--- src/rtl/if_data_serializer.sv ---
// rtl/if_data_serializer.sv - LSB-first parallel-to-serial word producer with frame qualifier
//
// Optional odd-parity trailer bit: define IF_DATA_SERIALIZER_PARITY_EN.
// Every output is a flop, so the downstream consumer never sees a combinational
// path from in_valid or in_word.

module if_data_serializer #(
    parameter int FOO        = 5,
    parameter bit IDLE_LEVEL = 1'b0
) (
    input  logic           clk,
    input  logic           rst_n,
    input  logic           in_valid,
    output logic           in_ready,
    input  logic [FOO-1:0] in_word,
    output logic           data,
    output logic           frame,
    output logic           frame_done,
    output logic           busy
);

    // Bit counter is wide enough to hold FOO-1; FOO=1 still needs a 1-bit counter.
    localparam int CW = (FOO > 1) ? $clog2(FOO) : 1;
    localparam logic [CW-1:0] CNT_LOAD = CW'(FOO - 1);

    typedef enum logic [1:0] {
        ST_IDLE   = 2'd0,
        ST_SHIFT  = 2'd1,
`ifdef IF_DATA_SERIALIZER_PARITY_EN
        ST_PARITY = 2'd3,
`endif
        ST_GAP    = 2'd2
    } state_t;

    state_t          state_q;
    // Holds the payload bits that have not yet been driven; bit 0 is the next one out.
    logic [FOO-1:0]  shift_q;
    logic [CW-1:0]   cnt_q;
    logic            in_ready_q;
    logic            data_q;
    logic            frame_q;
    logic            frame_done_q;
    logic            busy_q;
`ifdef IF_DATA_SERIALIZER_PARITY_EN
    // Odd parity of the whole word, fixed at capture so later in_word changes cannot leak in.
    logic            par_q;
`endif

    // Frame sequencer: every output is loaded with the value it must show in the next cycle.
    always_ff @(posedge clk or negedge rst_n) begin
        if (!rst_n) begin
            state_q      <= ST_IDLE;
            shift_q      <= '0;
            cnt_q        <= '0;
            in_ready_q   <= 1'b0;
            data_q       <= IDLE_LEVEL;
            frame_q      <= 1'b0;
            frame_done_q <= 1'b0;
            busy_q       <= 1'b0;
`ifdef IF_DATA_SERIALIZER_PARITY_EN
            par_q        <= 1'b0;
`endif
        end else begin
            case (state_q)
                ST_IDLE: begin
                    frame_done_q <= 1'b0;
                    if (in_valid && in_ready_q) begin
                        // Bit 0 goes straight to the output; the rest wait in shift_q.
                        state_q    <= ST_SHIFT;
                        shift_q    <= in_word >> 1;
                        cnt_q      <= CNT_LOAD;
                        data_q     <= in_word[0];
                        frame_q    <= 1'b1;
                        busy_q     <= 1'b1;
                        in_ready_q <= 1'b0;
`ifdef IF_DATA_SERIALIZER_PARITY_EN
                        par_q      <= ~^in_word;
`endif
                    end else begin
                        in_ready_q <= 1'b1;
                        data_q     <= IDLE_LEVEL;
                        frame_q    <= 1'b0;
                        busy_q     <= 1'b0;
                    end
                end

                ST_SHIFT: begin
                    if (cnt_q == '0) begin
`ifdef IF_DATA_SERIALIZER_PARITY_EN
                        state_q      <= ST_PARITY;
                        data_q       <= par_q;
`else
                        state_q      <= ST_GAP;
                        data_q       <= IDLE_LEVEL;
                        frame_q      <= 1'b0;
                        frame_done_q <= 1'b1;
`endif
                    end else begin
                        shift_q <= shift_q >> 1;
                        cnt_q   <= cnt_q - CW'(1);
                        data_q  <= shift_q[0];
                    end
                end

`ifdef IF_DATA_SERIALIZER_PARITY_EN
                ST_PARITY: begin
                    state_q      <= ST_GAP;
                    data_q       <= IDLE_LEVEL;
                    frame_q      <= 1'b0;
                    frame_done_q <= 1'b1;
                end
`endif

                ST_GAP: begin
                    // The single gap cycle ends here; the block is ready again next cycle.
                    state_q      <= ST_IDLE;
                    frame_done_q <= 1'b0;
                    busy_q       <= 1'b0;
                    in_ready_q   <= 1'b1;
                    data_q       <= IDLE_LEVEL;
                    frame_q      <= 1'b0;
                end

                default: begin
                    state_q      <= ST_IDLE;
                    in_ready_q   <= 1'b0;
                    data_q       <= IDLE_LEVEL;
                    frame_q      <= 1'b0;
                    frame_done_q <= 1'b0;
                    busy_q       <= 1'b0;
                end
            endcase
        end
    end

    assign in_ready   = in_ready_q;
    assign data       = data_q;
    assign frame      = frame_q;
    assign frame_done = frame_done_q;
    assign busy       = busy_q;

endmodule

--- config.mk ---
export PLATFORM = sky130hd
export DESIGN_NAME = if_data_serializer
export DESIGN_NICKNAME = d
export VERILOG_FILES = /design/src/rtl/if_data_serializer.sv
export SDC_FILE = /design/constraint.sdc
export NUM_CORES = 1
export LEC_CHECK = 0
export BUFFER_PORTS_ARGS = -buffer_cell sky130_fd_sc_hd__buf_4
export CAP_MARGIN = 10
export CELL_PAD_IN_SITES_DETAIL_PLACEMENT = 1
export CELL_PAD_IN_SITES_GLOBAL_PLACEMENT = 1
export CORE_MARGIN = 3
export CORE_UTILIZATION = 37
export CTS_CLUSTER_DIAMETER = 50
export DETAILED_ROUTE_END_ITERATION = 7
export PLACE_DENSITY = 0.74
export SYNTH_ARGS = -nofsm -noshare
export SYNTH_HDL_FRONTEND = slang
export SYNTH_SLANG_ARGS = --single-unit
export TNS_END_PERCENT = 1
--- constraint.sdc ---
create_clock -name clk -period 1.48 [get_ports clk]
set_input_delay 0.296 -clock clk [delete_from_list [all_inputs] [get_ports clk]]
set_output_delay 0.296 -clock clk [all_outputs]
set_load 0.02 [all_outputs]
==> flow_summary.yaml, run 1 <==
setup_path:
  crit_chain: "inv_2 > ha_4 > nand2b_4 > a21oi_4 > mux2_4"
  crit_end: "shift_q[0]$_DFFE_PN0P_"
  crit_path_max_incr_delay_ns: 0.40
  r2r_setup_slack_ns: 0.04
  critPathCaptureType: "register"
  slowest_stage: "dfrtp_1"
  worstPathArrival_ns: 1.59
  cp_num_buf_inv: 1
  start_kind: "register"
  reg2regPathDepth: 5
  cp.depth: 5
  rr_endpoint: "shift_q[0]$_DFFE_PN0P_"
  path_class: "register to register"
  cp_top_family: "flip-flops"
  path_max_fanout: 7
  worstPathRequired_ns: 1.63
  cp-startpoint: "cnt_q[1]$_DFFE_PN0P_"
  r2r-start: "cnt_q[1]$_DFFE_PN0P_"
sta:
  fin_crit_sh_pct: 97.5
  slew_headroom_pct: 80.2
  fin_skew_ns: 0.00687
  clock.fmax_mhz: 693
  hold_violations: 0
  rsz0062_at_grt: "no"
  maxSlewViolCount: 0
  tightest_slew_ns: 0.296
  fin_crit_ns: 1.44
  setup_viol_count_final: 0
placement:
  dp_hpwl_um: 974
  place.gp.congestion: 0.706
  io_buffers: 12
  dp.cells: 81
  place_area_um2: 790
hold_path:
  hold_path.class: "input port to register"
final_layout:
  nets: 83
  mostFrequentLayoutCells: "19 x buf_4, 14 x dfrtp_1, 7 x mux2_4"
  final_common_cell: "buf_4"
  final_area_um2: 865
  fillers: 163
  fin_cells: 87
  layout-drive-gt1-share_pct: 52.1
  antenna_cells: 0
  area_growth_syn_to_layout_pct: 32.4
route:
  top_layer: "met3"
  wl_met2_um: 683
  routed_wirelength_mm: 1.31
  vias: 440
  drtAntennaViolNets: 0
  wl_met1_um: 578
  vias_per_cell: 5.06
  drc: 0
  drtIter0Drc: 3
  avgRoutedWirePerCell_um: 15.1
  drtPass1Iterations: 4
  met3_length_um: 49
cts:
  cts_buffer_depth: 2
  clkTransAtPathRegs_ns: 0.08
  cts_made_buffers: 3
  h-tree-depth: 1
  cts.sinks: 14
  insertion_delay_ns: 0.27
  clockRootBuffer: "clkbuf_4"
  tritoncts: "done"
logic_synthesis:
  syn_nets: 59
  async_flop_share_pct: 100
  yosys_warnings: 0
  syn_inst: 49
  ys_types: 19
  synth.ff_latch_count: 14
  synth_ff_type: "dfrtp_1"
  yosysSeqAreaShare_pct: 53.6
  syn_area_um2: 653
  synth-edff-count: 0
  syn_area_per_cell_um2: 13.3
run:
  cap_viol_max_count: 0
grt:
  grt_usage_pct: 13.8
  grt_max_degree: 15
  grt_pass1_vias: 503
  antenna_found_initial: 0
  grt_pass1_wl_mm: 2.15
  overflow: 0
floorplan:
  start_util_pct: 41.4
  die_w_um: 48.0
  dieArea_um2: 2310
  std_cell_rows: 14
  boundaryPins: 13
  core_area_um2: 1580
  die_height_um: 48.0
status:
  status: "finished, final reports clean"
power:
  power_density_nw_per_um2: 2480
  ir_drop_mv: 1.42
  p_leak_nw: 0.443
[worst min path at each step]
stage,slack [ns],start,cells after the start,end
2_1_floorplan,0.0004,rst_n,0,busy$_DFFE_PN0N_
3_3_place_gp,0.16,rst_n,1,cnt_q[0]$_DFFE_PN0P_
3_5_place_dp,0.16,rst_n,1,cnt_q[0]$_DFFE_PN0P_
4_1_cts,0.24,in_word[0],2,data$_DFF_PN0_
5_1_grt,0.24,in_word[0],2,data$_DFF_PN0_
6_report,0.25,in_word[0],2,data$_DFF_PN0_
[cells in the mapped netlist, types with 2 or more instances]
master / n / share of area, %
a21o_1: 2 / 2.3
dfrtp_1: 14 / 54
ha_1: 2 / 3.8
inv_1: 2 / 1.1
mux2_4: 7 / 16
nand2b_1: 3 / 2.9
nor2_1: 6 / 3.4
nor2b_1: 2 / 1.9
[state kept, by name, summed over array words and instances, names as in the netlist]
name        flops
data            1
in_ready        1
frame_done      1
state_q         2
shift_q         4
busy            1
frame           1
cnt_q           3
[per-layer routing]
layer	track usage, %	vias to the layer above
met3	3.38	0
met2	23.0	6
met4	6.45	0
li1	-	212
met1	16.6	222
met5	0	-
[layout make-up]
type	instances	area, µm²	share of cell area (%)
repair buffers	20	153	17.7
inverters	3	11.3	1.30
flip-flops and latches	14	350	40.5
well taps	16	20.0	2.32
multi-input cells	31	308	35.6
clock buffers	3	22.5	2.60
[cells by family (layout without fill, tap and decap cells)]
group / Yosys count / in the layout / share of synthesized area [%]
flops: 14 / 14 / 53.6
simple gates: 14 / 14 / 12.1
compound gates: 8 / 8 / 10.9
mux: 7 / 7 / 16.1
buf+inv: 4 / 26 / 3.45
fa+ha+maj: 2 / 2 / 3.83
[report_power, final]
group,switching (W),leakage (nW),internal [W],total [W]
logic,0.000539,0.254,0.000713,0.00125
registers,0.000126,0.175,0.000566,0.000692
clock network,0.000104,0.0138,0.0000939,0.000198
[timing repair]
action | in CTS | in global routing
endpoints found under the setup margin | 4 | 4
resized for setup | 3 | 4
pin swaps | 2 | 1
setup buffers | 2 | 0
hold buffers | 1 | 0
hold endpoints to repair | 14 | 0
[stage by stage]
| step | hold slack [ns] | utilization, % | worst slack [ns] | power [W] | setup TNS (ns) |
|---|---|---|---|---|---|
| floorplan | 0.000409 | - | 0.0323 | 0.00145 | 0 |
| global placement | 0.156 | 50.1 | 0.0347 | 0.00175 | 0 |
| detailed placement | 0.157 | 50.1 | -0.0413 | 0.00181 | -0.142 |
| CTS | 0.244 | 54.4 | 0.00663 | 0.00214 | 0 |
| global route | 0.241 | 54.8 | 0.0000828 | 0.00229 | 0 |
| finish | 0.253 | 54.8 | 0.0375 | 0.00214 | 0 |
Note: power is estimated with default switching activity, not from simulation.
==> run 2, diff against run 1 <==
--- a/config.mk
+++ b/config.mk
@@ -6,10 +6,12 @@
 export NUM_CORES = 1
 export LEC_CHECK = 0
+export ABC_AREA = 1
 export BUFFER_PORTS_ARGS = -buffer_cell sky130_fd_sc_hd__buf_4
 export CAP_MARGIN = 10
 export CELL_PAD_IN_SITES_DETAIL_PLACEMENT = 1
 export CELL_PAD_IN_SITES_GLOBAL_PLACEMENT = 1
+export CORE_ASPECT_RATIO = 1.1
 export CORE_MARGIN = 3
-export CORE_UTILIZATION = 37
+export CORE_UTILIZATION = 35
 export CTS_CLUSTER_DIAMETER = 50
 export DETAILED_ROUTE_END_ITERATION = 7
==> constraint.sdc (replaced) <==
create_clock -name clk -period 1.48 [get_ports clk]
set_input_delay 0.222 -clock clk [delete_from_list [all_inputs] [get_ports clk]]
set_output_delay 0.222 -clock clk [all_outputs]
set_load 0.02 [all_outputs]
==> run 2 against run 1 <==
Against the previous run:
- synthesized area is 8.0% higher
- global-route usage is 0.11 points lower
- clock skew is 0.0052 ns lower
- sequential share of layout area is 1.2 points higher
- first-iteration DRC count grew to 3.7 times the previous value
- worst hold slack worse by 0.099 ns
==> flow_summary.yaml, run 2 <==
logic_synthesis:
  yosysTopAreaCellShare_pct: 49.6
  syn_nets: 91
  syn_area_per_cell_um2: 8.71
  async_flop_share_pct: 100
  synth_ff_type: "dfrtp_1"
  yosysSeqAreaShare_pct: 49.6
  synth-edff-count: 0
  yosys_warnings: 0
  ys_types: 13
  synth_common_cells: "29 x nand2_1, 14 x dfrtp_1, 11 x nand3_1"
  syn_area_um2: 706
  synth.largest_area_cell: "dfrtp_1"
  synth.ff_latch_count: 14
  syn_inst: 81
  ys_top_cells_by_area: "dfrtp_1 50%, nand2_1 15%, nand3_1 7.8%"
  yosysMostFrequentCell: "nand2_1"
setup_path:
  crit_chain: "inv_1 > ha_1 > nand2_1 > nand2_4 > nand2_4 > nand2_1 > nand2_1"
  rr_endpoint: "shift_q[0]$_DFFE_PN0P_"
  start_kind: "register"
  r2r_setup_slack_ns: 0.17
  worstPathArrival_ns: 1.47
  cp_top_family: "simple AND/OR/NAND/NOR gates"
  r2r-start: "cnt_q[0]$_DFFE_PN0P_"
  crit_path_max_incr_delay_ns: 0.40
  slowest_stage: "dfrtp_1"
  critPathCaptureType: "register"
  worstPathRequired_ns: 1.64
  cp_num_buf_inv: 1
  path_class: "register to register"
  cp_common_cell: "nand2_1"
  reg2regPathDepth: 7
  path_max_fanout: 9
route:
  avgRoutedWirePerCell_um: 12.4
  vias: 564
  vias_per_cell: 4.62
  drc: 0
  routed_wirelength_mm: 1.51
  drtAntennaViolNets: 0
  drtPass1Iterations: 2
  drtIter0Drc: 11
final_layout:
  area_growth_syn_to_layout_pct: 19.0
  multi_input_area_um2: 290
  fillers: 239
  mostFrequentLayoutCells: "29 x nand2_1, 14 x dfrtp_1, 12 x buf_4"
  largest_reg_flops: 4
  largestRegisters: "shift_q x4, cnt_q x3, state_q x2"
  final_area_um2: 840
  layout-drive-gt1-share_pct: 25.3
  final_common_cell: "nand2_1"
  antenna_cells: 0
  fin_cells: 122
  nets: 107
  largest_register: "shift_q"
  seq_area_um2: 350
power:
  p_leak_nw: 0.472
  power_density_nw_per_um2: 2270
  finalPower_w: 0.00191
  ir_drop_mv: 0.807
run:
  cap_viol_max_count: 0
hold_path:
  min_to: "data$_DFF_PN0_"
  hold_path.class: "input port to register"
  worstHoldStart: "in_word[0]"
  hold_path_depth: 3
floorplan:
  die_w_um: 48.8
  core_area_um2: 1840
  start_util_pct: 38.3
  die_height_um: 53.1
  std_cell_rows: 16
  dieArea_um2: 2590
  boundaryPins: 13
cts:
  insertion_delay_ns: 0.26
  clkTransAtPathRegs_ns: 0.08
  clockRootBuffer: "clkbuf_4"
  tritoncts: "done"
  cts.sinks: 14
  cts_made_buffers: 3
  cts_buffer_depth: 2
  h-tree-depth: 1
  postCtsSetupRepairBufs: 0
sta:
  setup_viol_count_final: 0
  fin_setup_tns_ns: 0
  hold_slack_ns: 0.155
  hold_violations: 0
  fin_crit_ns: 1.31
  fin_crit_sh_pct: 88.7
  fin_skew_ns: 0.00167
  maxSlewViolCount: 0
  tightest_slew_ns: 0.448
  rsz0062_at_grt: "no"
  slew_headroom_pct: 70.1
  clock.fmax_mhz: 762
grt:
  grt_usage_pct: 13.7
  grt_max_degree: 15
  grt_pass1_wl_mm: 2.69
  grt_pass1_vias: 595
  antenna_found_initial: 0
  overflow: 0
placement:
  place_area_um2: 807
  place.gp.congestion: 0.760
  io_buffers: 12
  dp_hpwl_mm: 1.16
  dp.cells: 118
status:
  status: "finished, final reports clean"
==> run 2: changes by cell type after synthesis, moves of 3 or more <==
cell | before | now
nor2_1 | 6 | 3
nand2_1 | 1 | 29
nand3_1 | 0 | 11
inv_1 | 2 | 7
mux2_4 | 7 | 0
nand2_4 | 0 | 4
nand2b_1 | 3 | 0
==> run 2: layer usage <==
metal	vias to the layer above	part of all wire [%]	routed length, µm	global-route usage (%)
li1	280	-	-	-
met1	271	50	764	18.4
met2	9	45	676	20.6
met3	4	2.4	36	3.10
met4	0	2.4	37	7.11
met5	-	0	0	0
==> run 2: kinds of logic (layout without fill, tap and decap cells) <==
group	count (synthesis)	count (layout)	share of synthesized area, %
simple gates	51	51	36.2
flops	14	14	49.6
buf+inv	12	26	9.22
fa+ha+maj	2	2	3.55
compound gates	2	2	1.42
==> run 2: how the worst max path moves through the flow <==
stage / from / to / cells after the start
floorplan: cnt_q[0]$_DFFE_PN0P_ / cnt_q[2]$_DFFE_PN0P_ / 7
global placement: cnt_q[0]$_DFFE_PN0P_ / shift_q[2]$_DFFE_PN0P_ / 7
detailed placement: cnt_q[0]$_DFFE_PN0P_ / shift_q[2]$_DFFE_PN0P_ / 7
CTS: cnt_q[0]$_DFFE_PN0P_ / shift_q[0]$_DFFE_PN0P_ / 7
global route: cnt_q[0]$_DFFE_PN0P_ / cnt_q[2]$_DFFE_PN0P_ / 7
finish: cnt_q[0]$_DFFE_PN0P_ / shift_q[0]$_DFFE_PN0P_ / 7
==> run 2: final cells by class <==
type,count,area share [%]
flip-flops and latches,14,41.7
repair buffers,13,11.9
well taps,27,4.02
inverters,10,5.07
clock buffers,3,2.68
multi-input cells,55,34.6
==> run 2: tightest hold or removal path: stages <==
cell and delay (ns):
buf_4 0.08, nand2_1 0.04, nand2_1 0.05
==> run 2: per-stage QoR <==
| stage | worst slack [ns] | util [%] |
|---|---|---|
| final | 0.168 | 45.6 |
| after global routing | 0.0951 | 45.6 |
| after CTS | 0.171 | 45.6 |
| after detailed placement | 0.211 | 43.8 |
| after global placement | 0.286 | 43.8 |
| after floorplan | 0.368 | - |
==> run 2: power by group <==
part	leakage [nW]	total, W	internal, W	switching [W]
clock network	0.0138	0.000201	0.0000938	0.000107
logic	0.282	0.000991	0.000367	0.000624
registers	0.176	0.000718	0.000560	0.000158
==> run 2: repair_timing <==
item	4_1_cts	5_1_grt
hold buffers	1	0
gates resized for setup	0	0
endpoints found under the hold margin	14	0
==> run 3, diff against run 2 <==
--- a/config.mk
+++ b/config.mk
@@ -17,4 +17,5 @@
 export DETAILED_ROUTE_END_ITERATION = 7
 export PLACE_DENSITY = 0.74
+export RECOVER_POWER = 100
 export SYNTH_ARGS = -nofsm -noshare
 export SYNTH_HDL_FRONTEND = slang
==> constraint.sdc (replaced) <==
create_clock -name clk -period 1.48 [get_ports clk]
set_input_delay 0.222 -clock clk [delete_from_list [all_inputs] [get_ports clk]]
set_output_delay 0.222 -clock clk [all_outputs]
set_load 0.05 [all_outputs]
==> run 3 against run 2 <==
Against the previous run:
- wire length decreased by 0.79%
- power is 4.3% higher
- design area decreased by 2.8%
- clock-buffer cell count unchanged
- critical endpoint unchanged
- via count grew 0.53%
- register-to-register slack about the same
- worst hold slack is essentially flat
- die area did not move
==> flow_summary.yaml, run 3 (synthesized netlist as in run 2, its figures left out) <==
setup_path:
  critPathCaptureType: "register"
  start_kind: "register"
  path_class: "register to register"
  path_max_fanout: 9
  worstPathArrival_ns: 1.47
  worstPathRequired_ns: 1.64
floorplan:
  boundaryPins: 13
  die_height_um: 53.1
  std_cell_rows: 16
  core_area_um2: 1840
  die_w_um: 48.8
  dieArea_um2: 2590
  start_util_pct: 38.3
cts:
  insertion_delay_ns: 0.26
  cts.sinks: 14
  h-tree-depth: 1
  cts_made_buffers: 3
  clkTransAtPathRegs_ns: 0.08
  tritoncts: "done"
  post_cts_resized: 0
  clockRootBuffer: "clkbuf_4"
  cts_buffer_depth: 2
grt:
  grt_usage_pct: 13.7
  overflow: 0
  antenna_found_initial: 0
  grt_max_degree: 15
  grt_pass1_vias: 595
  grt_pass1_wl_mm: 2.69
placement:
  dp_hpwl_mm: 1.16
  io_buffers: 12
  place.gp.congestion: 0.760
sta:
  rsz0062_at_grt: "no"
  clock.fmax_mhz: 762
  fin_setup_tns_ns: 0
  fin_skew_ns: 0.00166
  maxSlewViolCount: 0
  fin_crit_sh_pct: 88.7
  setup_viol_count_final: 0
  tightest_slew_ns: 0.762
  hold_violations: 0
  slew_headroom_pct: 49.2
  fin_crit_ns: 1.31
route:
  drtIter0Drc: 11
  vias_per_cell: 4.65
  vias: 567
  drc: 0
  routed_wirelength_mm: 1.50
  avgRoutedWirePerCell_um: 12.3
  drtPass1Iterations: 2
  drtAntennaViolNets: 0
final_layout:
  layout-drive-gt1-share_pct: 23.2
  area_growth_syn_to_layout_pct: 15.6
  nets: 107
  largest_reg_flops: 4
  largest_register: "shift_q"
  antenna_cells: 0
  mostFrequentLayoutCells: "29 x nand2_1, 14 x dfrtp_1, 11 x nand3_1"
  largestRegisters: "shift_q x4, cnt_q x3, state_q x2"
  final_common_cell: "nand2_1"
status:
  status: "finished, final reports clean"
power:
  ir_drop_mv: 0.812
  power_density_nw_per_um2: 2440
  p_leak_nw: 0.463
  finalPower_w: 0.00199
run:
  cap_viol_max_count: 0
hold_path:
  hold_path.class: "input port to register"
[run 3: timing repair]
item	4_1_cts	5_1_grt
hold buffers	1	0
setup buffers	0	0
hold endpoints to repair	14	0
[run 3: metal layers]
layer,vias to the layer above,global-route usage [%],wire length [µm]
li1,282,-,-
met1,272,18.4,754
met2,9,20.6,674
met3,4,3.10,36
met4,0,7.11,37
met5,-,0,0
[run 3: stage by stage]
stage	setup WS [ns]	area, µm²	utilization [%]	hold WS, ns	std cells
CTS	0.171	840	45.6	0.150	122
global route	0.0951	816	44.3	0.153	122
global placement	0.286	807	43.8	0.0860	118
finish	0.168	816	44.3	0.155	122
floorplan	0.249	706	-	-0.0736	81
detailed placement	0.211	807	43.8	0.0864	118
[run 3: critical path: stages (launching register included)]
cell and delay [ns]:
dfrtp_1 0.40, inv_1 0.11, ha_1 0.18, nand2_1 0.14, nand2_4 0.16, nand2_4 0.08
nand2_1 0.09, nand2_1 0.05
[run 3: worst paths after layout]
kind	startpoint	endpoint	slack [ns]	cells after the start
min in group asynchronous	rst_n	frame_done$_DFFE_PN0P_	0.54	2
hold / removal	in_word[0]	data$_DFF_PN0_	0.15	3
hold reg to reg	frame$_DFFE_PN0P_	frame$_DFFE_PN0P_	0.48	2
setup reg to reg	cnt_q[0]$_DFFE_PN0P_	shift_q[0]$_DFFE_PN0P_	0.17	7
setup / recovery	cnt_q[0]$_DFFE_PN0P_	shift_q[0]$_DFFE_PN0P_	0.17	7
max in group asynchronous	rst_n	shift_q[2]$_DFFE_PN0P_	0.47	2
[run 3: where the power goes]
part / leakage [nW] / switching (W) / internal [W] / total, W
registers: 0.176 / 0.000145 / 0.000560 / 0.000705
clock network: 0.0138 / 0.000107 / 0.0000938 / 0.000201
logic: 0.273 / 0.000765 / 0.000320 / 0.00109
[run 3: layout make-up]
cell class,instances,area (µm²)
Clock buffer,3,22.5
Fill cell,237,1030
Inverter,10,42.5
Multi-Input combinational cell,55,283
Sequential cell,14,350
Tap cell,27,33.8
Timing Repair Buffer,13,83.8
